## src/rtl/sobel_window_ctrl.sv

```systemverilog
`default_nettype none
// ============================================================================
// Module   : sobel_window_ctrl
// Brief    : Line-buffer sequencer for the Sobel stage. Gates pixel shifts,
//            flags valid 3x3 windows with centre coordinates and border tag.
//            Optional macro BORDER_SUPPRESS_EN drops row-wrap windows.
// Revision : 1.0 - initial release
// ============================================================================
module sobel_window_ctrl #(
    parameter int COLS = 640,
    parameter int ROWS = 480
) (
    input  logic        clock,
    input  logic        reset_n,
    input  logic        frame_start,
    input  logic        in_valid,
    output logic        in_ready,
    output logic        lb_shift_en,
    output logic        win_valid,
    input  logic        win_ready,
    output logic [10:0] win_x,
    output logic [9:0]  win_y,
    output logic        win_border,
    output logic        frame_done,
    output logic        busy
);

    typedef enum logic [1:0] {
        S_IDLE  = 2'd0,
        S_FILL  = 2'd1,
        S_RUN   = 2'd2,
        S_DRAIN = 2'd3
    } state_t;

    localparam logic [10:0] c_last_x = 11'(COLS - 1);
    localparam logic [9:0]  c_last_y = 10'(ROWS - 1);

    state_t      r_state;
    state_t      w_next_state;
    logic [10:0] r_pix_x;
    logic [9:0]  r_pix_y;
    logic        r_win_valid;
    logic [10:0] r_win_x;
    logic [9:0]  r_win_y;
    logic        r_frame_done;
    logic        w_done_next;

    logic        w_active;
    logic        w_in_ready;
    logic        w_accept;
    logic        w_qual;
    logic        w_fill_done;
    logic        w_last_pix;
    logic [10:0] w_cx;
    logic [9:0]  w_cy;
    logic        w_cx_border;
    logic        w_emit;
    logic        w_drain_exit;

    assign w_active    = (r_state == S_FILL) || (r_state == S_RUN);
    // A restart pulse blocks the pixel presented in the same cycle.
    assign w_in_ready  = w_active && (!r_win_valid || win_ready) && !frame_start;
    assign w_accept    = in_valid && w_in_ready;

    // n >= 2*COLS+2 and the FILL->RUN / RUN->DRAIN points, without a multiplier.
    assign w_qual      = (r_pix_y > 10'd2) || ((r_pix_y == 10'd2) && (r_pix_x >= 11'd2));
    assign w_fill_done = (r_pix_y == 10'd2) && (r_pix_x == 11'd2);
    assign w_last_pix  = (r_pix_y == c_last_y) && (r_pix_x == c_last_x);

    assign w_cx        = (r_pix_x == 11'd0) ? c_last_x : (r_pix_x - 11'd1);
    assign w_cy        = (r_pix_x == 11'd0) ? (r_pix_y - 10'd2) : (r_pix_y - 10'd1);
    assign w_cx_border = (w_cx == 11'd0) || (w_cx == c_last_x);

    assign w_drain_exit = (r_state == S_DRAIN) && (!r_win_valid || win_ready);

`ifdef BORDER_SUPPRESS_EN
    assign w_emit     = w_accept && w_qual && !w_cx_border;
    assign win_border = 1'b0;
`else
    logic r_win_border;

    assign w_emit     = w_accept && w_qual;
    assign win_border = r_win_border;

    always_ff @(posedge clock or negedge reset_n) begin
        if (!reset_n) begin
            r_win_border <= 1'b0;
        end else if (!frame_start && w_emit) begin
            r_win_border <= w_cx_border;
        end
    end
`endif

    always_comb begin
        w_next_state = r_state;
        w_done_next  = 1'b0;
        if (frame_start) begin
            w_next_state = S_FILL;
        end else begin
            case (r_state)
                S_FILL:  if (w_accept && w_fill_done) w_next_state = S_RUN;
                S_RUN:   if (w_accept && w_last_pix)  w_next_state = S_DRAIN;
                S_DRAIN: if (w_drain_exit) begin
                             w_next_state = S_IDLE;
                             w_done_next  = 1'b1;
                         end
                default: w_next_state = r_state;
            endcase
        end
    end

    always_ff @(posedge clock or negedge reset_n) begin
        if (!reset_n) begin
            r_state      <= S_IDLE;
            r_frame_done <= 1'b0;
        end else begin
            r_state      <= w_next_state;
            r_frame_done <= w_done_next;
        end
    end

    always_ff @(posedge clock or negedge reset_n) begin
        if (!reset_n) begin
            r_pix_x <= 11'd0;
            r_pix_y <= 10'd0;
        end else if (frame_start) begin
            r_pix_x <= 11'd0;
            r_pix_y <= 10'd0;
        end else if (w_accept) begin
            if (r_pix_x == c_last_x) begin
                r_pix_x <= 11'd0;
                r_pix_y <= (r_pix_y == c_last_y) ? 10'd0 : (r_pix_y + 10'd1);
            end else begin
                r_pix_x <= r_pix_x + 11'd1;
            end
        end
    end

    // A new window in the handshake cycle keeps valid high with fresh coordinates.
    always_ff @(posedge clock or negedge reset_n) begin
        if (!reset_n) begin
            r_win_valid <= 1'b0;
            r_win_x     <= 11'd0;
            r_win_y     <= 10'd0;
        end else if (frame_start) begin
            r_win_valid <= 1'b0;
        end else if (w_emit) begin
            r_win_valid <= 1'b1;
            r_win_x     <= w_cx;
            r_win_y     <= w_cy;
        end else if (win_ready) begin
            r_win_valid <= 1'b0;
        end
    end

    assign in_ready    = w_in_ready;
    assign lb_shift_en = w_accept;
    assign win_valid   = r_win_valid;
    assign win_x       = r_win_x;
    assign win_y       = r_win_y;
    assign frame_done  = r_frame_done;
    assign busy        = (r_state != S_IDLE);

endmodule
`default_nettype wire

```

## config.mk

```make
export PLATFORM = sky130hd
export DESIGN_NAME = sobel_window_ctrl
export DESIGN_NICKNAME = d
export VERILOG_FILES = /design/src/rtl/sobel_window_ctrl.sv
export SDC_FILE = /design/constraint.sdc
export NUM_CORES = 1
export LEC_CHECK = 0
export BUFFER_PORTS_ARGS = -buffer_cell sky130_fd_sc_hd__clkbuf_2
export CORE_AREA = 2 2 80 82
export DETAILED_ROUTE_END_ITERATION = 10
export DIE_AREA = 0 0 82 84
export GPL_ROUTABILITY_DRIVEN = 1
export PLACE_DENSITY = 0.79
export SETUP_SLACK_MARGIN = 0.2
export SYNTH_ARGS = -nofsm -noshare
export SYNTH_HDL_FRONTEND = slang
export SYNTH_SLANG_ARGS = --single-unit
```

## constraint.sdc

```tcl
create_clock -name clock -period 6.9 [get_ports clock]
set_clock_uncertainty 0.1 [all_clocks]
set_input_delay 0.69 -clock clock [delete_from_list [all_inputs] [get_ports clock]]
set_output_delay 0.69 -clock clock [all_outputs]
set_load 0.01 [all_outputs]
```

After elaboration in Yosys (flattened, before gate mapping) --
Index checks and enable logic that the tools add are counted.
Word-level totals: register bits 47, output and inout bits 27, logic and storage cells 74
Operators by class: $add $sub $neg 5, order comparisons 2, equality and inequality tests 11, multiplexer cells 20, bitwise logic cells 1, reductions and logical operators 27
Operators with widths (number):
- $mux 10 | 5
- $mux 11 | 4
- $eq 11x10->1 const B | 2
- $logic_not 11->1 | 2
- $add 11x1->11 const B | 1
- $eq 11x2->1 const B | 1
- $ge 11x2->1 const B | 1
- $logic_and 1x1->1 | 11
- $sub 11x1->11 const B | 1
- $add 10x1->10 const B | 1
- $eq 10x2->1 const B | 1
- $eq 10x9->1 const B | 1
- $gt 10x2->1 const B | 1
- $sub 10x1->10 const B | 1
- $sub 10x2->10 const B | 1
- $mux 2 | 4
- $mux 1 | 6
- $ne 3x2->1 const B | 2
- $pmux 2 s3 | 1
- $reduce_bool 2->1 | 3
- $eq 2x2->1 const B | 2
- $logic_or 1x1->1 | 4
- $reduce_and 2->1 | 2
- $reduce_and 4->1 | 1
- other kinds (6) | 7

Logic depth before layout (Yosys ltp) --
Gate-level depths: netlist of the first run.
depth in word-level cells 9, depth in mapped cells 10, mapped depth without buffers 8

Worst setup path after synthesis of the first run --
OpenSTA, ideal clock, no wires.
path kind flip-flop to flip-flop, start point reg r_pix_x[0], end point reg r_win_border, in the netlist win_border, setup time 0.095 ns, data arrival time 2.448 ns, required time 6.705 ns, setup slack 4.257 ns, cell stages (with the launch flop) 10, path buffers 2, clock period less this slack 2.643 ns, cell sequence dfrtp_1 > clkbuf_1 > inv_1 > ha_1 > clkbuf_1 > or3b_2 > xnor2_1 > a2111oi_0 > a21boi_0 > o31ai_1
Between the ends: word-level cells in the longest chain between the ends 5, elaborated cells between the ends (all ways) 11, classes of those cells 1 x add/sub; 1 x order compare; 1 x eq/ne; 1 x mux; 7 x reduce/logical
RTL lines:
- start: declaration | line 40 | logic [10:0] r_pix_x;
- start signal: assignment | line 134 | r_pix_x <= r_pix_x + 11'd1;
- branches (longest 5 deep; another with $sub 11x1->11)
- end signal: assignment | line 89 | r_win_border <= w_cx_border;
- end: declaration | line 80 | logic r_win_border;
Parallel ways; which one is timed is not known. A chain may end at the register's enable or synchronous reset.

Worst setup path after layout of the first run --
start point reg r_pix_x[5], end point reg r_win_x[10], in the netlist win_x[10]
Between the ends: word-level cells in the longest chain between the ends 5, elaborated cells between the ends (all ways) 8, classes of those cells 1 x add/sub; 1 x order compare; 1 x mux; 5 x reduce/logical
RTL lines:
- $ge 11x2->1 | line 66 | assign w_qual = (r_pix_y > 10'd2) || ((r_pix_y == 10'd2) && (r_pix_x >= 11'd2));
- $logic_and 1x1->1 | line 66
- $logic_or 1x1->1 | line 66
- $logic_and 1x1->1 | line 82 | assign w_emit = w_accept && w_qual;
- $reduce_and 2->1 (no source line)
- end signal: assignment | line 149 | r_win_x <= w_cx;
- end: declaration | line 43 | logic [10:0] r_win_x;
Parallel ways exist; a longest one is shown, timed or not.

==> reports/results.ini, run 1 <==
[critical_path]
crit_arrival_ns = 3.03
critical_path_class = flop to flop
required_ns = 6.99
path_cells = nor4_1, nor2b_1, a31oi_1, o21ai_2, buf_4, mux2_2
setup.worst_path.start_class = flop
max_stage_delay_ns = 0.80
end_kind = flop
cp_num_buf_inv = 1
crit_path_top_delay_cell = sky130_fd_sc_hd__nor4_1
worstPathMaxFanout = 44
critPathTopFamily = simple AND/OR/NAND/NOR gates

[layout]
flow.area_growth_from_synthesis_pct = 8.98
register_area_um2 = 1180
n_fill_cell = 577
utilization_pct = 52.3
multi_input_area_um2 = 1620
antenna-diode-count = 0
drive_above_1_share_pct = 12.7
stdcell_count = 438
design.final.nets = 381
postLayoutCellArea_um2 = 3190

[die]
initial_core_util_pct = 48.0
die_area_um2 = 6890
die_height_um = 84
core_area_um2 = 6100
die_width_um = 82
row_count = 29
ios = 32

[place]
place.detailed.instances = 431
gp_congestion = 0.826
post-place-ws_ns = 4.06
buffer_ports.inserted = 31
postPlaceCellArea_um2 = 3100
dp_wirelength_um = 4500

[sta]
setup_viol = 0
timing.slew.headroom_pct = 42.4
max_freq_ghz = 0.340
finalCritPeriodShare_pct = 42.6
finalWorstPathRequiredPeriod_ns = 2.94
final-hold-violation-count = 0
setup_repair_after_global_routing_missed_its_margin = no
tightest_hold_margin_ns = 0.363
report.final.slew_viol_count = 0
tightestPinTransition_ns = 0.857
setup_total_negative_slack_ns = 0
final_critical_path_setup_slack_ns = 3.96

[clock_tree]
clkSinkCount = 47
cts-htree-levels = 2
cts_inserted_buffers = 5
clk_transition_reported_paths_ns = 0.08
cells_resized_by_post_cts_repair = 0
clk-insertion-delay-late_ns = 0.29
cts.root.buffer_cell = sky130_fd_sc_hd__clkbuf_8
cts_setup_buffers = 0
cts_buffer_depth = 2
hold_buffers = 0
cts_tree = done

[yosys]
syn-cell-area_um2 = 2930
ys_dominant_reg_cell = sky130_fd_sc_hd__dfrtp_1
async_reset_ff_share_pct = 100
synth-warning-count = 0
unique_cell_type_count_in_the_yosys_netlist = 46
synth_area_per_cell_um2 = 8.50
ys_ff_latch = 47
synth-edff-count = 0
synthesis.nets = 364
syn-instance-count = 344
synth_seq_area_share_pct = 40.2

[pwr]
switching_power_mw = 0.157
cellPowerDensity_nw_per_um2 = 175
seq_power_share_pct = 53.2
p_leak_nw = 1.44
total_power_mw = 0.557
sw_frac_of_total_pct = 28.2
clockPowerShare_pct = 30.0
relative_contribution_of_combinational_cells_to_total_power_pct = 16.7
irDropWorstVdd_mv = 0.106
power.internal_mw = 0.400

[drt]
detail_route.drc_violations = 0
ant_nets = 0
detail_route.wirelength_um = 6250
detail_route.first_pass.iterations = 4
wire_per_inst_um = 14.3
via_count = 2448
dr.first_iter.drc_count = 176
route.detailed.vias_per_inst = 5.59

[run]
timing.max_cap.violations = 0

[global_routing]
first_pass_grt_wire_length_um = 10900
vias_in_the_first_global_route = 2422
grt_usage_pct = 19.9
antenna_found_initial = 0
globalRoute.totalOverflow = 0
maximum_number_of_pins_on_one_net_before_global_route_repair = 48

[status]
run_status = complete, no violations

[worst_hold_path]
hold_class = primary input to async pin

worst register-to-register path, stage by stage (launching register included):
cell	delay, ns
sky130_fd_sc_hd__dfrtp_1	0.52
sky130_fd_sc_hd__nor4_1	0.80
sky130_fd_sc_hd__nor2b_1	0.39
sky130_fd_sc_hd__a31oi_1	0.15
sky130_fd_sc_hd__o21ai_2	0.13
sky130_fd_sc_hd__buf_4	0.36
sky130_fd_sc_hd__mux2_2	0.39
power groups by stage:
stage                     clock (mW)  combinational, mW  sequential (mW)
final                          0.167             0.0931            0.296
after global routing           0.185              0.106            0.298
after CTS                      0.174             0.0936            0.296
after detailed placement           0             0.0932            0.302
after global placement             0             0.0915            0.301
after floorplan                    0             0.0621            0.302
layout by cell type (no fill, tap or decap), types with 8 or more instances in the layout:
master                     Yosys  layout
sky130_fd_sc_hd__o21ai_0      39      39
sky130_fd_sc_hd__clkbuf_2      0      31
sky130_fd_sc_hd__dfrtp_1      47      47
sky130_fd_sc_hd__ha_1         15      15
sky130_fd_sc_hd__inv_1        11      11
sky130_fd_sc_hd__nor2_1       40      40
sky130_fd_sc_hd__a21oi_1      13      13
sky130_fd_sc_hd__nand3_1       9       9
sky130_fd_sc_hd__nor3_1       14      14
sky130_fd_sc_hd__nand2_1      39      39
sky130_fd_sc_hd__xnor2_1      15      15
sky130_fd_sc_hd__xor2_1        8       8
sky130_fd_sc_hd__nand2b_1      8       8
registers in the layout, indices dropped and copies added, names as in the netlist:
name and cells:
win_border 1, r_state 2, win_valid 1, r_pix_y 10, win_x 11, frame_done 1
r_pix_x 11, win_y 10
cells by family (layout without fill, tap and decap cells):
| kind of cell | Yosys count | in the layout | share of synthesized area (%) |
|---|---|---|---|
| AND/OR/NAND/NOR | 150 | 150 | 26.0 |
| AO/OA/AOI/OAI | 71 | 71 | 14.3 |
| flip-flops | 47 | 47 | 40.2 |
| buffers and inverters | 34 | 51 | 4.66 |
| multiplexers | 4 | 4 | 1.45 |
| XOR/XNOR | 23 | 23 | 6.89 |
| adder cells (fa/ha/maj) | 15 | 15 | 6.42 |
path summary, 6_finish.rpt:
check                                       start  depth (start not counted)  slack, ns                endpoint
max                        r_pix_x[5]$_DFFE_PN0P_                          6       3.96   win_x[10]$_DFFE_PN0P_
min                                       reset_n                          2       0.36  r_pix_x[4]$_DFFE_PN0P_
max reg2reg                r_pix_x[5]$_DFFE_PN0P_                          6       3.96   win_x[10]$_DFFE_PN0P_
min reg2reg                  win_y[4]$_DFFE_PN0P_                          2       0.38    win_y[4]$_DFFE_PN0P_
max in group asynchronous                 reset_n                          2       5.91  r_pix_y[8]$_DFFE_PN0P_
min in group clock           win_y[4]$_DFFE_PN0P_                          2       0.38    win_y[4]$_DFFE_PN0P_
area by class of cell:
type	instances	area share, %
Inverter	11	1.30
Clock inverter	1	0.157
Clock buffer	6	2.59
Tap cell	77	3.02
Timing Repair Buffer	33	5.34
Sequential cell	47	36.9
Multi-Input combinational cell	263	50.7
synth_stat cells, drive strengths merged (2+ instances only):
master / n / area (um2)
mux2i: 2 / 20.0
xnor2: 15 / 131
mux2: 2 / 22.5
nand4: 3 / 18.8
nand3: 9 / 45.0
nor3b: 7 / 52.6
nor4b: 4 / 35.0
nand2b: 8 / 50.1
xor2: 8 / 70.1
a31oi: 2 / 12.5
nand3b: 2 / 15.0
nor3: 14 / 70.1
dfrtp: 47 / 1180
and3: 3 / 18.8
o21ai: 40 / 200
nor2b: 2 / 12.5
a21o: 2 / 15.0
ha: 15 / 188
nand4b: 2 / 17.5
buf: 3 / 20.0
nor4: 4 / 25.0
o31ai: 4 / 30.0
clkbuf: 20 / 75.1
or4: 6 / 52.6
nor2: 40 / 150
o41ai: 4 / 42.6
nand2: 39 / 146
or3: 3 / 18.8
inv: 11 / 41.3
a21oi: 13 / 65.1
layer usage:
metal	share of wire [%]	track usage (%)	up-vias
met3	4.3	2.27	5
met2	48	32.7	63
li1	-	-	1223
met1	46	26.7	1157
met4	1.3	6.67	0
met5	0	0	-
Power figures use the tool's default switching activity.
==> run 2: changes to the inputs <==
clock period = 2.81 ns   (was 6.9 ns; I/O delays follow)
==> run 2 against run 1 <==
  * Clock power is 140% higher
  * Largest power group unchanged
  * Global-route usage is 0.38 points higher
  * Non-clock buffer count is 13 higher
  * Combinational power grew to 2.8 times the previous value
  * Total power is 150% higher
  * Final cell count is 3.2% higher
  * Register-to-register slack worse by 3.7 ns
  * Routed wire length is 4.7% higher
==> reports/results.ini, run 2 (synthesis gave the netlist of run 1 again) <==
[die]
die_area_um2 = 6890  ; unchanged
core_area_um2 = 6100  ; unchanged
die_height_um = 84  ; unchanged
ios = 32  ; unchanged
row_count = 29  ; unchanged
initial_core_util_pct = 48.0  ; unchanged
die_width_um = 82  ; unchanged

[drt]
ant_nets = 0  ; unchanged
detail_route.first_pass.iterations = 5  ; +1
dr.first_iter.drc_count = 261  ; +48%
wire_per_inst_um = 14.5  ; +1.5%
route.detailed.vias_per_inst = 5.68  ; +1.6%
detail_route.wirelength_um = 6550  ; +4.7%
detail_route.drc_violations = 0  ; unchanged
via_count = 2566  ; +4.8%

[sta]
max_freq_ghz = 0.395  ; +16%
setup_total_negative_slack_ns = 0  ; unchanged
setup_viol = 0  ; unchanged
setup_repair_after_global_routing_missed_its_margin = yes
tightestPinTransition_ns = 0.604  ; -0.252 ns
timing.slew.headroom_pct = 59.6  ; +17 points
finalWorstPathRequiredPeriod_ns = 2.53  ; -0.408 ns
report.final.slew_viol_count = 0  ; unchanged
finalCritPeriodShare_pct = 90.1  ; +47 points
final-hold-violation-count = 0  ; unchanged

[layout]
flow.area_growth_from_synthesis_pct = 13.4
drive_above_1_share_pct = 16.3  ; +3.5 points
design.final.nets = 394  ; +3.4%
n_fill_cell = 571  ; -1.0%
stdcell_count = 452  ; +3.2%
antenna-diode-count = 0  ; unchanged
mostFrequentLayoutCells = sky130_fd_sc_hd__dfrtp_1, sky130_fd_sc_hd__nor2_1, sky130_fd_sc_hd__nand2_1, sky130_fd_sc_hd__o21ai_0, sky130_fd_sc_hd__clkbuf_2
mostFrequentLayoutCell = sky130_fd_sc_hd__dfrtp_1

[critical_path]
crit_arrival_ns = 2.67  ; -0.36 ns
setup.worst_path.start_class = flop
required_ns = 2.95  ; -4.04 ns
path_cells = or4_4, or4_4, o41ai_4, o2111ai_2, mux2_1, nor2_1
regToRegSetupSlack_ns = 0.28  ; -3.68 ns
end_kind = flop
worst-path-stages = 6  ; unchanged
worst_r2r_startpoint = r_pix_y[7]$_DFFE_PN0P_
critPathTopFamily = simple AND/OR/NAND/NOR gates
path_common_cell = sky130_fd_sc_hd__or4_4
critical_path_class = flop to flop
reg2reg_depth = 6  ; unchanged
worstPathMaxFanout = 3  ; -93%
crit_path_top_delay_cell = sky130_fd_sc_hd__or4_4
r2r-end = r_state[1]$_DFFE_PN0P_
worst_setup_path_startpoint = r_pix_y[7]$_DFFE_PN0P_
cp_num_buf_inv = 0  ; -1
max_stage_delay_ns = 0.54  ; -0.26 ns

[place]
place.detailed.instances = 442  ; +2.6%
gp_congestion = 0.833  ; +0.85%
buffer_ports.inserted = 31  ; unchanged
dp_wirelength_um = 4580  ; +1.8%

[clock_tree]
cts.root.buffer_cell = sky130_fd_sc_hd__clkbuf_8
cts_inserted_buffers = 5  ; unchanged
clk_transition_reported_paths_ns = 0.08  ; about the same
clk-insertion-delay-late_ns = 0.30  ; about the same
clkSinkCount = 47  ; unchanged
cts-htree-levels = 2  ; unchanged
cts_buffer_depth = 2  ; unchanged
cts_tree = done

[worst_hold_path]
holdCritStartpoint = win_ready
hold_class = primary input to flop
hold_depth = 3
worst_hold_path.endpoint = win_valid$_DFFE_PN0P_

[global_routing]
globalRoute.totalOverflow = 0  ; unchanged
maximum_number_of_pins_on_one_net_before_global_route_repair = 48  ; unchanged
antenna_found_initial = 0  ; unchanged
vias_in_the_first_global_route = 2376  ; -1.9%
grt_usage_pct = 20.2  ; +0.38 points
first_pass_grt_wire_length_um = 11000  ; about the same

[run]
timing.max_cap.violations = 0  ; unchanged

[status]
run_status = complete, no violations

[pwr]
cellPowerDensity_nw_per_um2 = 417  ; +140%
irDropWorstVdd_mv = 0.195  ; +84%
p_leak_nw = 1.50  ; +4.3%

run 2: timing repair:
| item | in CTS | in global routing |
|---|---|---|
| hold buffers | 1 | 0 |
| setup buffers | 1 | 0 |
| pin swaps | 2 | 0 |
| endpoints found under the hold margin | 47 | 0 |
| setup endpoints to repair | 1 | 3 |
| gates resized for setup | 2 | 3 |
run 2: area by class of cell:
class	instances	area [um2]	area share (%)
clock buffer	7	76.3	2.30
sequential	47	1180	35.5
tap	77	96.3	2.90
inverter	11	41.3	1.24
timing repair buffer	46	270	8.15
multi-input combinational	263	1650	49.8
clock inverter	1	5.00	0.151
run 2: worst register-to-register path, cell delays in order (launching register included):
cell and delay, ns:
sky130_fd_sc_hd__dfrtp_1 0.38, sky130_fd_sc_hd__or4_4 0.54, sky130_fd_sc_hd__or4_4 0.53, sky130_fd_sc_hd__o41ai_4 0.26
sky130_fd_sc_hd__o2111ai_2 0.20, sky130_fd_sc_hd__mux2_1 0.35, sky130_fd_sc_hd__nor2_1 0.10
run 2: worst max-delay path by stage:
stage and to:
6_report r_state[1]$_DFFE_PN0P_, 3_3_place_gp r_state[1]$_DFFE_PN0P_, 2_1_floorplan win_border$_DFFE_PN0P_, 3_5_place_dp r_state[1]$_DFFE_PN0P_, 4_1_cts r_state[1]$_DFFE_PN0P_, 5_1_grt r_state[1]$_DFFE_PN0P_
run 2: power breakdown:
group	total (mW)	switching, mW	internal, mW
combinational	0.260	0.162	0.0982
clock	0.405	0.230	0.175
sequential	0.718	0.0157	0.702
run 2: stage by stage:
stage	cell area (um2)	utilization (%)	setup slack, ns	hold WS [ns]	total power [mW]
floorplan	2930	-	0.213	-0.115	0.895
global placement	3180	52.2	0.240	0.298	0.977
detailed placement	3180	52.2	0.175	0.318	0.984
CTS	3300	54.1	0.275	0.157	1.39
global route	3320	54.4	0.152	0.186	1.46
finish	3320	54.4	0.278	0.156	1.38
run 2: layer usage:
| layer | GRT usage (%) | wire length [um] |
|---|---|---|
| met5 | 0 | 0 |
| met4 | 9.55 | 158 |
| met3 | 3.68 | 359 |
| met2 | 31.2 | 3040 |
| met1 | 27.1 | 2990 |
==> run 3: changes to the inputs <==
ABC_AREA = 1   (was default)
ABC_CLOCK_PERIOD_IN_PS = 2810   (was default)
CORE_AREA = 2 2 83 85   (was 2 2 80 82)
DIE_AREA = 0 0 85 87   (was 0 0 82 84)
==> run 3 against run 2 <==
  * Core utilization is 2.2 points lower
  * Via count is 9.0% higher
  * Largest power group is now combinational cells
  * Critical endpoint is now win_y[5]$_DFFE_PN0P_
  * Largest cell class unchanged
  * Combinational power grew to 3.7 times the previous value
  * Global-route usage is 0.56 points lower
==> reports/results.ini, run 3 <==
[yosys]
synth_area_per_cell_um2 = 7.60  ; -11%
synth-warning-count = 0  ; unchanged
netlist.area_leader.share_pct = 37.5  ; -2.7 points
ys_dominant_reg_cell = sky130_fd_sc_hd__dfrtp_1
syn-instance-count = 413  ; +20%
synth_largest_area_cell = sky130_fd_sc_hd__dfrtp_1
unique_cell_type_count_in_the_yosys_netlist = 39  ; -15%
ys_ff_latch = 47  ; unchanged
synthesis.nets = 433  ; +19%
post-synth-top-count-cell = sky130_fd_sc_hd__nand2_1
synth_seq_area_share_pct = 37.5  ; -2.7 points
synth_top_cells_by_count = sky130_fd_sc_hd__nand2_1, sky130_fd_sc_hd__nor2_1, sky130_fd_sc_hd__dfrtp_1, sky130_fd_sc_hd__inv_1, sky130_fd_sc_hd__nand3_1
async_reset_ff_share_pct = 100  ; unchanged
synth-edff-count = 0  ; unchanged
syn-cell-area_um2 = 3140  ; +7.2%
top_cells_by_area_in_the_synthesized_netlist = sky130_fd_sc_hd__dfrtp_1, sky130_fd_sc_hd__nand2_1, sky130_fd_sc_hd__ha_1

[critical_path]
worst_setup_path_startpoint = r_pix_x[0]$_DFFE_PN0P_
worstPathMaxFanout = 19  ; +16
end_kind = flop
worst-path-stages = 12  ; +6
setup.worst_path.start_class = flop
critPathTopFamily = simple AND/OR/NAND/NOR gates
crit_arrival_ns = 2.24  ; -0.43 ns
crit_path_top_delay_cell = sky130_fd_sc_hd__dfrtp_1
worst_r2r_startpoint = r_pix_x[0]$_DFFE_PN0P_
path_cells = inv_1, ha_1, inv_1, nor2_4, nand2_4, nand2_1, o21ai_1, inv_1, nand2_1, nand2_1, nand3_1, nand2_1
reg2reg_depth = 12  ; +6
required_ns = 2.90  ; -0.05 ns
cp_num_buf_inv = 3  ; +3
path_common_cell = sky130_fd_sc_hd__nand2_1
max_stage_delay_ns = 0.52  ; -0.02 ns
critical_path_class = flop to flop

[worst_hold_path]
hold_class = primary input to flop
hold_depth = 2  ; -1
holdCritStartpoint = frame_start

[layout]
register_area_um2 = 1180  ; unchanged
postLayoutCellArea_um2 = 3430  ; +3.4%
mostFrequentLayoutCells = sky130_fd_sc_hd__nand2_1, sky130_fd_sc_hd__nor2_1, sky130_fd_sc_hd__dfrtp_1
mostFrequentLayoutCell = sky130_fd_sc_hd__nand2_1
n_fill_cell = 632  ; +11%
utilization_pct = 52.2  ; -2.2 points
design.final.nets = 465  ; +18%
flow.area_growth_from_synthesis_pct = 9.29
multi_input_area_um2 = 1730  ; +4.5%
antenna-diode-count = 0  ; unchanged
drive_above_1_share_pct = 15.5  ; -0.80 points

[global_routing]
maximum_number_of_pins_on_one_net_before_global_route_repair = 48  ; unchanged
vias_in_the_first_global_route = 2535  ; +6.7%
antenna_found_initial = 0  ; unchanged
globalRoute.totalOverflow = 0  ; unchanged
first_pass_grt_wire_length_um = 11800  ; +7.9%
grt_usage_pct = 19.7  ; -0.56 points

[place]
gp_congestion = 0.946  ; +14%
buffer_ports.inserted = 31  ; unchanged
postPlaceCellArea_um2 = 3340  ; +4.8%
dp_wirelength_um = 5290  ; +16%

[drt]
dr.first_iter.drc_count = 266  ; +1.9%
detail_route.wirelength_um = 6970  ; +6.5%
detail_route.drc_violations = 0  ; unchanged
ant_nets = 0  ; unchanged
route.detailed.vias_per_inst = 5.32  ; -6.3%
detail_route.first_pass.iterations = 6  ; +1
wire_per_inst_um = 13.3  ; -8.5%
via_count = 2798  ; +9.0%

[die]
die_width_um = 85  ; +3.7%
ios = 32  ; unchanged
initial_core_util_pct = 47.8  ; -0.24 points
row_count = 30  ; +3.4%
die_height_um = 87  ; +3.6%
core_area_um2 = 6570  ; +7.8%
die_area_um2 = 7400  ; +7.4%

[sta]
final-hold-violation-count = 0  ; unchanged
setup_repair_after_global_routing_missed_its_margin = no
finalWorstPathRequiredPeriod_ns = 2.14  ; -0.389 ns
setup_viol = 0  ; unchanged
finalCritPeriodShare_pct = 76.3  ; -14 points
setup_total_negative_slack_ns = 0  ; unchanged
max_freq_ghz = 0.467  ; +18%
report.final.slew_viol_count = 0  ; unchanged
timing.slew.headroom_pct = 60.4  ; +0.83 points
tightestPinTransition_ns = 0.594  ; -0.0101 ns

[clock_tree]
clk-insertion-delay-late_ns = 0.30  ; about the same
cells_resized_by_post_cts_repair = 0  ; -2
clkSinkCount = 47  ; unchanged
cts_inserted_buffers = 5  ; unchanged
cts_setup_buffers = 0  ; -1
cts_tree = done
cts-htree-levels = 2  ; unchanged
clk_transition_reported_paths_ns = 0.09  ; about the same
cts_buffer_depth = 2  ; unchanged
cts.root.buffer_cell = sky130_fd_sc_hd__clkbuf_8

[pwr]
power.internal_mw = 1.39  ; +42%
p_leak_nw = 1.72  ; +14%
cellPowerDensity_nw_per_um2 = 672  ; +61%
clockPowerShare_pct = 17.4  ; -12 points
relative_contribution_of_combinational_cells_to_total_power_pct = 41.5  ; +23 points
irDropWorstVdd_mv = 0.362  ; +85%
sw_frac_of_total_pct = 39.8  ; +10 points
seq_power_share_pct = 41.1  ; -11 points
switching_power_mw = 0.918  ; +130%

[run]
timing.max_cap.violations = 0  ; unchanged

[status]
run_status = complete, no violations

## run 3: cell types whose count changed after synthesis, moves of 8 or more
cell | before | now
sky130_fd_sc_hd__o21ai_0 | 39 | 17
sky130_fd_sc_hd__nand2_1 | 39 | 106
sky130_fd_sc_hd__xnor2_1 | 15 | 1
sky130_fd_sc_hd__nand2b_1 | 8 | 0
sky130_fd_sc_hd__inv_1 | 11 | 38
sky130_fd_sc_hd__o21ai_1 | 1 | 11
sky130_fd_sc_hd__nand3_1 | 9 | 33
sky130_fd_sc_hd__nor2_1 | 40 | 48
sky130_fd_sc_hd__clkbuf_1 | 20 | 1
## run 3: through the flow
step	hold WS, ns	power (mW)	cells	setup WS, ns
2_1_floorplan	-0.115	1.63	413	0.951
3_5_place_dp	0.314	1.92	517	0.725
4_1_cts	0.188	2.32	526	0.693
5_1_grt	0.203	2.49	526	0.516
6_report	0.186	2.30	526	0.667
3_3_place_gp	0.304	1.89	517	0.744
## run 3: what timing repair did
item	4_1_cts	5_1_grt
hold buffers	1	0
setup endpoints to repair	0	0
hold endpoints to repair	47	0
## run 3: area by class of cell
type / count / share of cell area, %
Clock buffer: 7 / 2.23
Clock inverter: 1 / 0.146
Inverter: 43 / 5.00
Multi-Input combinational cell: 315 / 50.4
Sequential cell: 47 / 34.3
Tap cell: 80 / 2.92
Timing Repair Buffer: 33 / 5.04
## run 3: worst register-to-register path, cell delays in order, from the launching register on
cell,delay [ns]
sky130_fd_sc_hd__dfrtp_1,0.52
sky130_fd_sc_hd__inv_1,0.19
sky130_fd_sc_hd__ha_1,0.24
sky130_fd_sc_hd__inv_1,0.12
sky130_fd_sc_hd__nor2_4,0.07
sky130_fd_sc_hd__nand2_4,0.19
sky130_fd_sc_hd__nand2_1,0.11
sky130_fd_sc_hd__o21ai_1,0.19
sky130_fd_sc_hd__inv_1,0.10
sky130_fd_sc_hd__nand2_1,0.06
sky130_fd_sc_hd__nand2_1,0.05
sky130_fd_sc_hd__nand3_1,0.07
sky130_fd_sc_hd__nand2_1,0.05
## run 3: cells by family after synthesis
group | count (synthesis) | synth area share, %
xor+xnor | 11 | 3.07
buf+inv | 51 | 7.46
compound gates | 59 | 11.4
flops | 47 | 37.5
fa+ha+maj | 15 | 5.98
simple gates | 230 | 34.5
## run 3: path summary, 6_finish.rpt
kind	end	slack, ns
max	win_y[5]$_DFFE_PN0P_	0.67
min	r_state[1]$_DFFE_PN0P_	0.19
max reg2reg	win_y[5]$_DFFE_PN0P_	0.67
min reg2reg	win_y[8]$_DFFE_PN0P_	0.39
max in group asynchronous	r_pix_x[10]$_DFFE_PN0P_	1.70
min in group asynchronous	win_y[9]$_DFFE_PN0P_	0.51
## run 3: metal layers
metal / wire length (um) / track usage (%)
met5: 0 / 0
met4: 116 / 6.64
met3: 357 / 2.46
met2: 3080 / 29.5
met1: 3420 / 29.3
## run 3: power by group through the flow
stage,clock network (mW),logic [mW],registers [mW]
after floorplan,0,0.612,1.02
after global placement,0,0.942,0.949
after detailed placement,0,0.955,0.962
after CTS,0.410,0.959,0.949
after global routing,0.439,1.08,0.969
final,0.402,0.955,0.947
